==> src/rtl/shift_add_mult_pkg.sv <==
// Shared definitions for the shift-and-add multiplier: controller states,
// default operand width and a helper for sizing the step counter.
package shift_add_mult_pkg;

    localparam int N_DEFAULT = 8;

    typedef enum logic [1:0] {
        IDLE = 2'd0,
        CALC = 2'd1,
        DONE = 2'd2
    } state_e;

    // Bits needed to count 0..n-1; never less than one bit.
    function automatic int cnt_width(input int n);
        return (n <= 2) ? 1 : $clog2(n);
    endfunction

endpackage

==> src/rtl/shift_add_mult_if.sv <==
// Request/result bundle of the multiplier. The requester drives start and
// the operands; the multiplier returns product, done and busy.
interface shift_add_mult_if import shift_add_mult_pkg::*; #(
    parameter int n = N_DEFAULT
);
    logic           start;
    logic [n-1:0]   multiplicand;
    logic [n-1:0]   multiplier;
    logic [2*n-1:0] product;
    logic           done;
    logic           busy;

    modport master (
        output start, multiplicand, multiplier,
        input  product, done, busy
    );

    modport slave (
        input  start, multiplicand, multiplier,
        output product, done, busy
    );
endinterface

==> src/rtl/shift_add_mult_dp.sv <==
// Datapath of the shift-and-add multiplier: operand register, combined
// accumulator/multiplier shift register, n+1-bit adder and result register.
module shift_add_mult_dp import shift_add_mult_pkg::*; #(
    parameter int n = N_DEFAULT
) (
    input  logic           clk,
    input  logic           reset,
    input  logic           load,      // capture operands, clear accumulator
    input  logic           step,      // perform one add-and-shift step
    input  logic           commit,    // capture the result of this step
    input  logic [n-1:0]   a_in,
    input  logic [n-1:0]   b_in,
    output logic [2*n-1:0] product
);

    logic [n-1:0]   mcand_q, mcand_d;
    // Upper half is the running partial sum; lower half starts as the
    // multiplier and is consumed one bit per step from the LSB.
    logic [2*n-1:0] acc_q, acc_d;
    logic [2*n-1:0] product_q, product_d;
    logic [n:0]     sum;
    logic [2*n-1:0] acc_step;

    // One step: conditional add into the upper half, then shift the
    // 2n+1-bit {carry, upper, lower} right by one so the carry is kept.
    always_comb begin
        sum      = {1'b0, acc_q[2*n-1:n]} + (acc_q[0] ? {1'b0, mcand_q} : {(n+1){1'b0}});
        acc_step = {sum, acc_q[n-1:1]};
    end

    // Next-state selection for operand, accumulator and result registers.
    always_comb begin
        mcand_d   = mcand_q;
        acc_d     = acc_q;
        product_d = product_q;
        if (load) begin
            mcand_d = a_in;
            acc_d   = {{n{1'b0}}, b_in};
        end else if (step) begin
            acc_d = acc_step;
        end
        if (commit) begin
            product_d = acc_step;
        end
    end

    // Datapath registers, cleared immediately by reset.
    always_ff @(posedge clk or posedge reset) begin
        if (reset) begin
            mcand_q   <= '0;
            acc_q     <= '0;
            product_q <= '0;
        end else begin
            mcand_q   <= mcand_d;
            acc_q     <= acc_d;
            product_q <= product_d;
        end
    end

    assign product = product_q;

endmodule

==> src/rtl/shift_add_mult.sv <==
// Sequential unsigned multiplier: n add-and-shift steps per operation with
// fixed latency, a one-cycle done pulse and back-to-back restart from DONE.
module shift_add_mult import shift_add_mult_pkg::*; #(
    parameter int n = N_DEFAULT
) (
    input  logic            clk,
    input  logic            reset,
    shift_add_mult_if.slave bus
);

    localparam int            CW   = cnt_width(n);
    localparam logic [CW-1:0] LAST = CW'(n - 1);

    state_e        state_q, state_d;
    logic [CW-1:0] cnt_q, cnt_d;
    logic          done_q, done_d;
    logic          busy_q, busy_d;
    logic          load, step, commit;

    // Controller next state, step count and datapath strobes.
    always_comb begin
        state_d = state_q;
        cnt_d   = cnt_q;
        load    = 1'b0;
        step    = 1'b0;
        commit  = 1'b0;
        case (state_q)
            IDLE: begin
                if (bus.start) begin
                    state_d = CALC;
                    cnt_d   = '0;
                    load    = 1'b1;
                end
            end
            CALC: begin
                // start is deliberately not looked at here.
                step = 1'b1;
                if (cnt_q == LAST) begin
                    cnt_d   = '0;
                    state_d = DONE;
                    commit  = 1'b1;
                end else begin
                    cnt_d = cnt_q + 1'b1;
                end
            end
            DONE: begin
                if (bus.start) begin
                    state_d = CALC;
                    cnt_d   = '0;
                    load    = 1'b1;
                end else begin
                    state_d = IDLE;
                end
            end
            default: begin
                state_d = IDLE;
                cnt_d   = '0;
            end
        endcase
        // Status outputs are registered, so derive them from the next state.
        done_d = (state_d == DONE);
        busy_d = (state_d != IDLE);
    end

    // Controller registers, forced to IDLE by reset.
    always_ff @(posedge clk or posedge reset) begin
        if (reset) begin
            state_q <= IDLE;
            cnt_q   <= '0;
            done_q  <= 1'b0;
            busy_q  <= 1'b0;
        end else begin
            state_q <= state_d;
            cnt_q   <= cnt_d;
            done_q  <= done_d;
            busy_q  <= busy_d;
        end
    end

    shift_add_mult_dp #(.n(n)) u_dp (
        .clk     (clk),
        .reset   (reset),
        .load    (load),
        .step    (step),
        .commit  (commit),
        .a_in    (bus.multiplicand),
        .b_in    (bus.multiplier),
        .product (bus.product)
    );

    assign bus.done = done_q;
    assign bus.busy = busy_q;

endmodule
==> src/flat_wrapper.sv <==
// flat-port wrapper written by rule: the top's interface ports become plain ports
module shift_add_mult_flat import shift_add_mult_pkg::*;
#(
    parameter int n = N_DEFAULT
)
  (clk, reset, bus_start, bus_multiplicand, bus_multiplier, bus_product, bus_done, bus_busy);
  shift_add_mult_if #(.n(n)) bus_i ();
  input  logic clk;
  input  logic reset;
  input wire logic [$bits(bus_i.start)-1:0] bus_start;
  input wire logic [$bits(bus_i.multiplicand)-1:0] bus_multiplicand;
  input wire logic [$bits(bus_i.multiplier)-1:0] bus_multiplier;
  output wire logic [$bits(bus_i.product)-1:0] bus_product;
  output wire logic [$bits(bus_i.done)-1:0] bus_done;
  output wire logic [$bits(bus_i.busy)-1:0] bus_busy;
  assign bus_i.start = bus_start;
  assign bus_i.multiplicand = bus_multiplicand;
  assign bus_i.multiplier = bus_multiplier;
  assign bus_product = bus_i.product;
  assign bus_done = bus_i.done;
  assign bus_busy = bus_i.busy;
  shift_add_mult #(.n(n)) u_core (.clk(clk), .reset(reset), .bus(bus_i));
endmodule
==> config.mk <==
export PLATFORM = sky130hd
export DESIGN_NAME = shift_add_mult_flat
export DESIGN_NICKNAME = d
export VERILOG_FILES = /design/src/rtl/shift_add_mult_pkg.sv /design/src/rtl/shift_add_mult_if.sv /design/src/rtl/shift_add_mult_dp.sv /design/src/rtl/shift_add_mult.sv /design/src/flat_wrapper.sv
export SDC_FILE = /design/constraint.sdc
export NUM_CORES = 1
export LEC_CHECK = 0
export CAP_MARGIN = 20
export CORE_ASPECT_RATIO = 1.4
export CORE_UTILIZATION = 45
export CTS_CLUSTER_DIAMETER = 200
export DETAILED_ROUTE_END_ITERATION = 7
export GPL_TIMING_DRIVEN = 0
export PLACE_DENSITY = 0.77
export SYNTH_ARGS = -nofsm -noshare
export SYNTH_HDL_FRONTEND = slang
export SYNTH_SLANG_ARGS = --single-unit
==> constraint.sdc <==
create_clock -name clk -period 2.4 [get_ports clk]
set_input_delay 0.48 -clock clk [delete_from_list [all_inputs] [get_ports clk]]
set_output_delay 0.48 -clock clk [all_outputs]
set_load 0.05 [all_outputs]
==> impl_metrics.ini, run 1 <==
[die]
fp.dieH_um = 83.68
num_rows = 29
die_width_um = 60.35
fp.dieArea_sq_um = 5050
coreArea_sq_um = 4572
pin_count = 37
start_util_pct = 46.91

[detailed_routing]
vias = 1516
routed_via_density = 5.003
detail-route-antenna-nets = 0
drt_iter0_markers = 46
avgRoutedWirePerCell_um = 13.17
drt_wl_total_um = 3992
dr.pass1.iters = 4
drc_errors = 0

[cts]
clkLatencyLatePin_ps = 290
cts_tree = built
clock_sinks = 47
path_clk_slew_ps = 80
ctsHoldBuffers = 0
cts_buffers = 5
h-tree-depth = 2
clk_path_buf_depth = 2
clockRootBuffer = clkbuf_8

[worst_setup_path]
crit_fanout = 9
critical_path_buf_inv_count = 0
path_cells = and2_1 -> ha_1 -> fa_1 -> a21o_2 -> a21oi_2 -> o21ai_1 -> a31oi_1 -> o21ai_0
cp.arrival_ps = 2420
max_stage_delay_ps = 460
required_ps = 2580
path_class = flip-flop to flip-flop
cp_top_family = compound AO/OA/AOI/OAI gates
cpMaxStageDelayCell = dfrtp_2
cp-start-kind = flip-flop
cp-end-kind = flip-flop

[sta]
fin_crit_sh_pct = 93.46
setup_viol = 0
hold_viol_final = 0
tightest_slew_ps = 512.4
slew-limit-headroom_pct = 65.73
rsz0062_at_grt = false
hold_slack_ps = 471.3
drv_slew = 0
skew_ps = 2.429
period_needed_ps = 2243
max_freq_mhz = 445.8

[logic_synthesis]
yosysTopAreaCell = dfrtp_1
synthTopCellsByArea = dfrtp_1 55%, nand2_1 9.3%, ha_1 5.8%
syn-mean-instance-area_sq_um = 10.94
syn_area_sq_um = 2145
synth_edf_count = 0
syn_nets = 226
synthCells = 196
yosysTopAreaCellShare_pct = 54.84
synth_seq_cells = 47
seq_area_frac_synth_pct = 54.84
synth_cell_types = 37
ys.warnings.count = 0
postSynth.asyncResetShare_pct = 100.0
synthFlopType = dfrtp_1

[power]
max-vdd-ir-drop_mv = 0.6522
powerDensity_nw_per_um2 = 1381
leakage_nw = 1.308
p_total_w = 0.003713

[run_status]
status = finished, final reports clean

[placement]
portBuffers = 36
place_congestion = 0.8083
place_area_sq_um = 2603
place_hpwl_um = 2964

[global_routing]
antenna_found_initial = 0
grt_usage_pct = 18.12
grt_overflow = 0
grt_pass1_wl_um = 6782
grt_max_degree = 28
first_global_vias = 1467

[layout]
fill_cells = 409
final_common_cell = nand2_1
syn_to_final_growth_pct = 25.38
nets = 270
drive_above_1_share_pct = 13.28
ff_latch_area_sq_um = 1177
multi_input_area_sq_um = 914.6
final_area_sq_um = 2689
n_antenna_cell = 0
layout_common_cells = 53 x nand2_1, 46 x dfrtp_1, 36 x clkdlybuf4s50_1, 10 x ha_1

[min_path]
hold_class = flip-flop to flip-flop

[run]
cap_violations = 0
[power by group]
part	switching (W)	internal [W]	leakage, nW	total, W
combinational	0.00111	0.000785	0.680	0.00189
sequential	0.000218	0.00115	0.586	0.00137
clock	0.000250	0.000205	0.0422	0.000454
total	0.00157	0.00214	1.31	0.00371
[path summary, 6_finish.rpt]
kind | startpoint | slack (ps) | endpoint | cells after the start
worst max-delay path | u_core.u_dp.acc_q[0] | 160 | u_core.u_dp.acc_q[15] | 8
worst max register to register | u_core.u_dp.acc_q[0] | 160 | u_core.u_dp.acc_q[15] | 8
worst min register to register | u_core.u_dp.mcand_q[4] | 470 | u_core.u_dp.mcand_q[4] | 2
max in group asynchronous | reset | 1390 | u_core.u_dp.acc_q[0] | 3
worst min-delay path | u_core.u_dp.mcand_q[4] | 470 | u_core.u_dp.mcand_q[4] | 2
min in group asynchronous | reset | 510 | u_core.u_dp.product[5] | 2
[through the flow]
stage | util (%) | setup slack [ps] | std cells | TNS [ps]
floorplan | - | 305.6 | 196 | 0
global placement | 56.49 | -79.81 | 294 | -3644
detailed placement | 56.92 | 45.09 | 295 | 0
CTS | 58.70 | 45.35 | 303 | 0
global route | 58.81 | 6.374 | 303 | 0
finish | 58.81 | 156.9 | 303 | 0
[cell usage after synthesis, types with 2 or more instances]
cell,instances
o21ai_0,6
a21oi_1,4
nand2b_1,3
xor2_1,2
a22oi_1,7
mux2_2,8
o21ai_1,2
a31oi_1,2
and2_1,8
nor2_1,4
a22o_1,5
xnor2_1,4
dfrtp_1,47
nand3_1,2
a21o_1,3
inv_1,4
mux2_4,3
nand2_1,53
clkbuf_1,2
ha_1,10
[per-layer routing]
layer / wire length (um) / vias up / track usage (%) / part of all wire (%)
met5: 0 / - / 0 / 0
met4: 72 / 0 / 6.977 / 1.8
met3: 80 / 5 / 3.721 / 2.0
met2: 2031 / 25 / 29.17 / 51
met1: 1808 / 730 / 23.30 / 45
li1: - / 756 / - / -
[area by class of cell]
class | count | share of cell area (%)
Sequential cell | 47 | 43.79
Multi-Input combinational cell | 138 | 34.02
Inverter | 5 | 0.7911
Timing Repair Buffer | 37 | 14.15
Buffer | 6 | 1.349
Clock inverter | 1 | 0.1861
Clock buffer | 7 | 2.839
Tap cell | 62 | 2.885
[sequential cells by signal (all words and copies together), names as in the netlist]
name and cells:
u_core.u_dp.acc_q 16, u_core.u_dp.product 16, u_core.u_dp.mcand_q 8, u_core.cnt_q 3
u_core.state_q 2, u_core.bus.busy 1, u_core.bus.done 1
[timing repair]
action | CTS | global route
buffers inserted | 0 | 0
endpoints found under the setup margin | 0 | 4
gates resized for setup | 0 | 2
[cells by family after synthesis]
kind of cell | synth area share, %
AND/OR/NAND/NOR | 15.17
flip-flops | 54.84
AO/OA/AOI/OAI | 11.79
buffers and inverters | 2.684
multiplexers | 6.301
adder cells (fa/ha/maj) | 6.768
XOR/XNOR | 2.450
[worst register-to-register path, cell delays in order (launching register included)]
cell     delay (ps)
dfrtp_2         460
and2_1          180
ha_1            220
fa_1            420
a21o_2          240
a21oi_2         190
o21ai_1         120
a31oi_1         200
o21ai_0         100
No activity file was read; power rests on OpenSTA's default activity.
==> run 2: changes to the inputs <==
ABC_AREA = 1   (was not set)
PLACE_DENSITY = 0.76   (was 0.77)
clock period = 2.2 ns   (was 2.4 ns; I/O delays follow)
==> run 2 against run 1 <==
Against the previous run: flip-flop and latch count unchanged; total power up 19%; synthesized cell count up 31%; wire length up 5.8%; final area up 5.4%; combinational power up 23%; non-clock buffer count unchanged; maximum frequency up 14%; largest cell class unchanged.
==> impl_metrics.ini, run 2 <==
[logic_synthesis]
syn_area_sq_um = 2260
synth_seq_cells = 47
yosysTopAreaCell = dfrtp_1
yosysTopAreaCellShare_pct = 52.05
synth_edf_count = 0
seq_area_frac_synth_pct = 52.05
ys.warnings.count = 0
synthTopCellsByArea = dfrtp_1 52%, nand2_1 17%, ha_1 5.5%
synth_most_common_cell = nand2_1
syn-mean-instance-area_sq_um = 8.792
synthCells = 257
synthFlopType = dfrtp_1
syn_nets = 287
yosys-top-cells-count = 104 x nand2_1, 47 x dfrtp_1, 33 x inv_1
postSynth.asyncResetShare_pct = 100.0
synth_cell_types = 27

[sta]
fin_setup_tns_ps = 0
drv_slew = 0
skew_ps = 12.04
tightest_slew_ps = 502.2
slew-limit-headroom_pct = 66.42
max_freq_mhz = 509.8
period_needed_ps = 1962
rsz0062_at_grt = false
setup_viol = 0
fin_crit_sh_pct = 89.16
hold_viol_final = 0
setup_ws_ps = 238.4

[power]
leakage_nw = 1.503
clock_power_share_pct = 14.5
switchingPower_w = 0.002005
switching_share_pct = 45.24
powerDensity_nw_per_um2 = 1565
seqPwrFrac_pct = 32.9
max-vdd-ir-drop_mv = 0.5945
p_comb_share_pct = 52.6
p_int_w = 0.002427

[placement]
place_congestion = 0.8705
pre_cts_ws_ps = 272.3
portBuffers = 36
place_area_sq_um = 2720
place_hpwl_um = 3273

[detailed_routing]
vias = 1761
detail-route-antenna-nets = 0
wl_met3_um = 88
dr.pass1.iters = 4
routed_via_density = 4.811
drt_wl_total_um = 4225
met2WireLength_um = 2138
avgRoutedWirePerCell_um = 11.54
drc_errors = 0
drt_iter0_markers = 73
met1_length_um = 1899
highest_layer = met4

[cts]
h-tree-depth = 2
post_cts_resized = 0
cts_setup_buffers = 0
clock_sinks = 47
clockRootBuffer = clkbuf_8
clkLatencyLatePin_ps = 310
cts_tree = built
clk_path_buf_depth = 2
cts_buffers = 5
ctsHoldBuffers = 0
path_clk_slew_ps = 90

[die]
start_util_pct = 46.67
die_width_um = 61.89
fp.dieArea_sq_um = 5313
coreArea_sq_um = 4842
num_rows = 30
fp.dieH_um = 85.85
pin_count = 37

[run]
cap_violations = 0

[worst_setup_path]
cp.arrival_ps = 2170
required_ps = 2400
cpMaxStageDelayCell = fa_1
path_common_cell = nand2_1
cp_top_family = simple AND/OR/NAND/NOR gates
cp-start-kind = flip-flop
max_stage_delay_ps = 420
critical_path_buf_inv_count = 2
path_cells = clkbuf_1 -> nand2_1 -> inv_1 -> ha_1 -> fa_1 -> nand3_1 -> nand3_1 -> nand2_1 -> nand2_1 -> nand2_1 -> nand2_1
cp-end-kind = flip-flop
crit_fanout = 9
path_class = flip-flop to flip-flop

[global_routing]
grt_usage_pct = 18.66
grt_overflow = 0
first_global_vias = 1649
grt_pass1_wl_um = 7265
antenna_found_initial = 0
grt_max_degree = 28

[layout]
fill_cells = 443
drive_above_1_share_pct = 10.26
nets = 331
n_antenna_cell = 0
final_common_cell = nand2_1
layout_common_cells = 104 x nand2_1, 47 x dfrtp_1, 36 x clkdlybuf4s50_1, 32 x inv_1, 11 x nand3_1
final_area_sq_um = 2833
syn_to_final_growth_pct = 25.36

[min_path]
hold_class = input pin to asynchronous set/reset pin

[run_status]
status = finished, final reports clean
==> run 2: cell count changes after synthesis, moves of 3 or more <==
| cell | delta |
|---|---|
| a21o_1 | -3 |
| o221ai_1 | +6 |
| a22oi_1 | -7 |
| mux2_4 | -3 |
| a22o_1 | -3 |
| inv_1 | +29 |
| nand2b_1 | -3 |
| nand3_1 | +9 |
| mux2_2 | -8 |
| and2_1 | -8 |
| nand2_1 | +51 |
| o21ai_2 | +9 |
==> run 2: kinds of logic after synthesis <==
group | count (synthesis) | synth area share (%)
simple gates | 123 | 22.42
flops | 47 | 52.05
compound gates | 30 | 9.857
xor+xnor | 3 | 1.163
buf+inv | 43 | 8.084
fa+ha+maj | 11 | 6.423
==> run 2: worst paths after layout <==
check                                  startpoint  depth (start not counted)  slack, ps                 endpoint
max                          u_core.u_dp.acc_q[0]                         11        240    u_core.u_dp.acc_q[15]
min                                         reset                          2        450  u_core.u_dp.product[15]
max reg2reg                  u_core.u_dp.acc_q[0]                         11        240    u_core.u_dp.acc_q[15]
min reg2reg                u_core.u_dp.mcand_q[3]                          2        470   u_core.u_dp.mcand_q[3]
max in group asynchronous                   reset                          3       1260          u_core.bus.done
min in group clk           u_core.u_dp.mcand_q[3]                          2        470   u_core.u_dp.mcand_q[3]
==> run 2: metal layers <==
layer | track usage, % | up-vias
met5 | 0 | -
met2 | 30.30 | 25
met1 | 22.59 | 827
li1 | - | 901
met4 | 9.293 | 0
met3 | 4.223 | 8
==> run 2: area by class of cell <==
class	count	area [sq um]	area share, %
Buffer	6	41.29	1.458
Clock buffer	5	68.82	2.429
Clock inverter	3	43.79	1.546
Inverter	37	141.4	4.991
Multi-Input combinational cell	167	900.9	31.80
Sequential cell	47	1176	41.52
Tap cell	64	80.08	2.827
Timing Repair Buffer	37	380.4	13.43
==> run 2: power groups by stage <==
stage	logic, W	clock network [W]	registers, W
CTS	0.00235	0.000659	0.00146
detailed placement	0.00234	0	0.00148
global route	0.00258	0.000697	0.00151
finish	0.00233	0.000644	0.00146
global placement	0.00227	0	0.00146
floorplan	0.00116	0	0.00201
==> run 2: metrics by stage <==
stage	util [%]	std cells	total power [W]	hold WS, ps
final	58.50	366	0.004432	450.9
after global routing	58.50	366	0.004780	485.9
after CTS	58.50	366	0.004470	463.3
after detailed placement	56.18	358	0.003821	458.8
after global placement	55.76	357	0.003740	454.7
after floorplan	-	257	0.003164	441.7
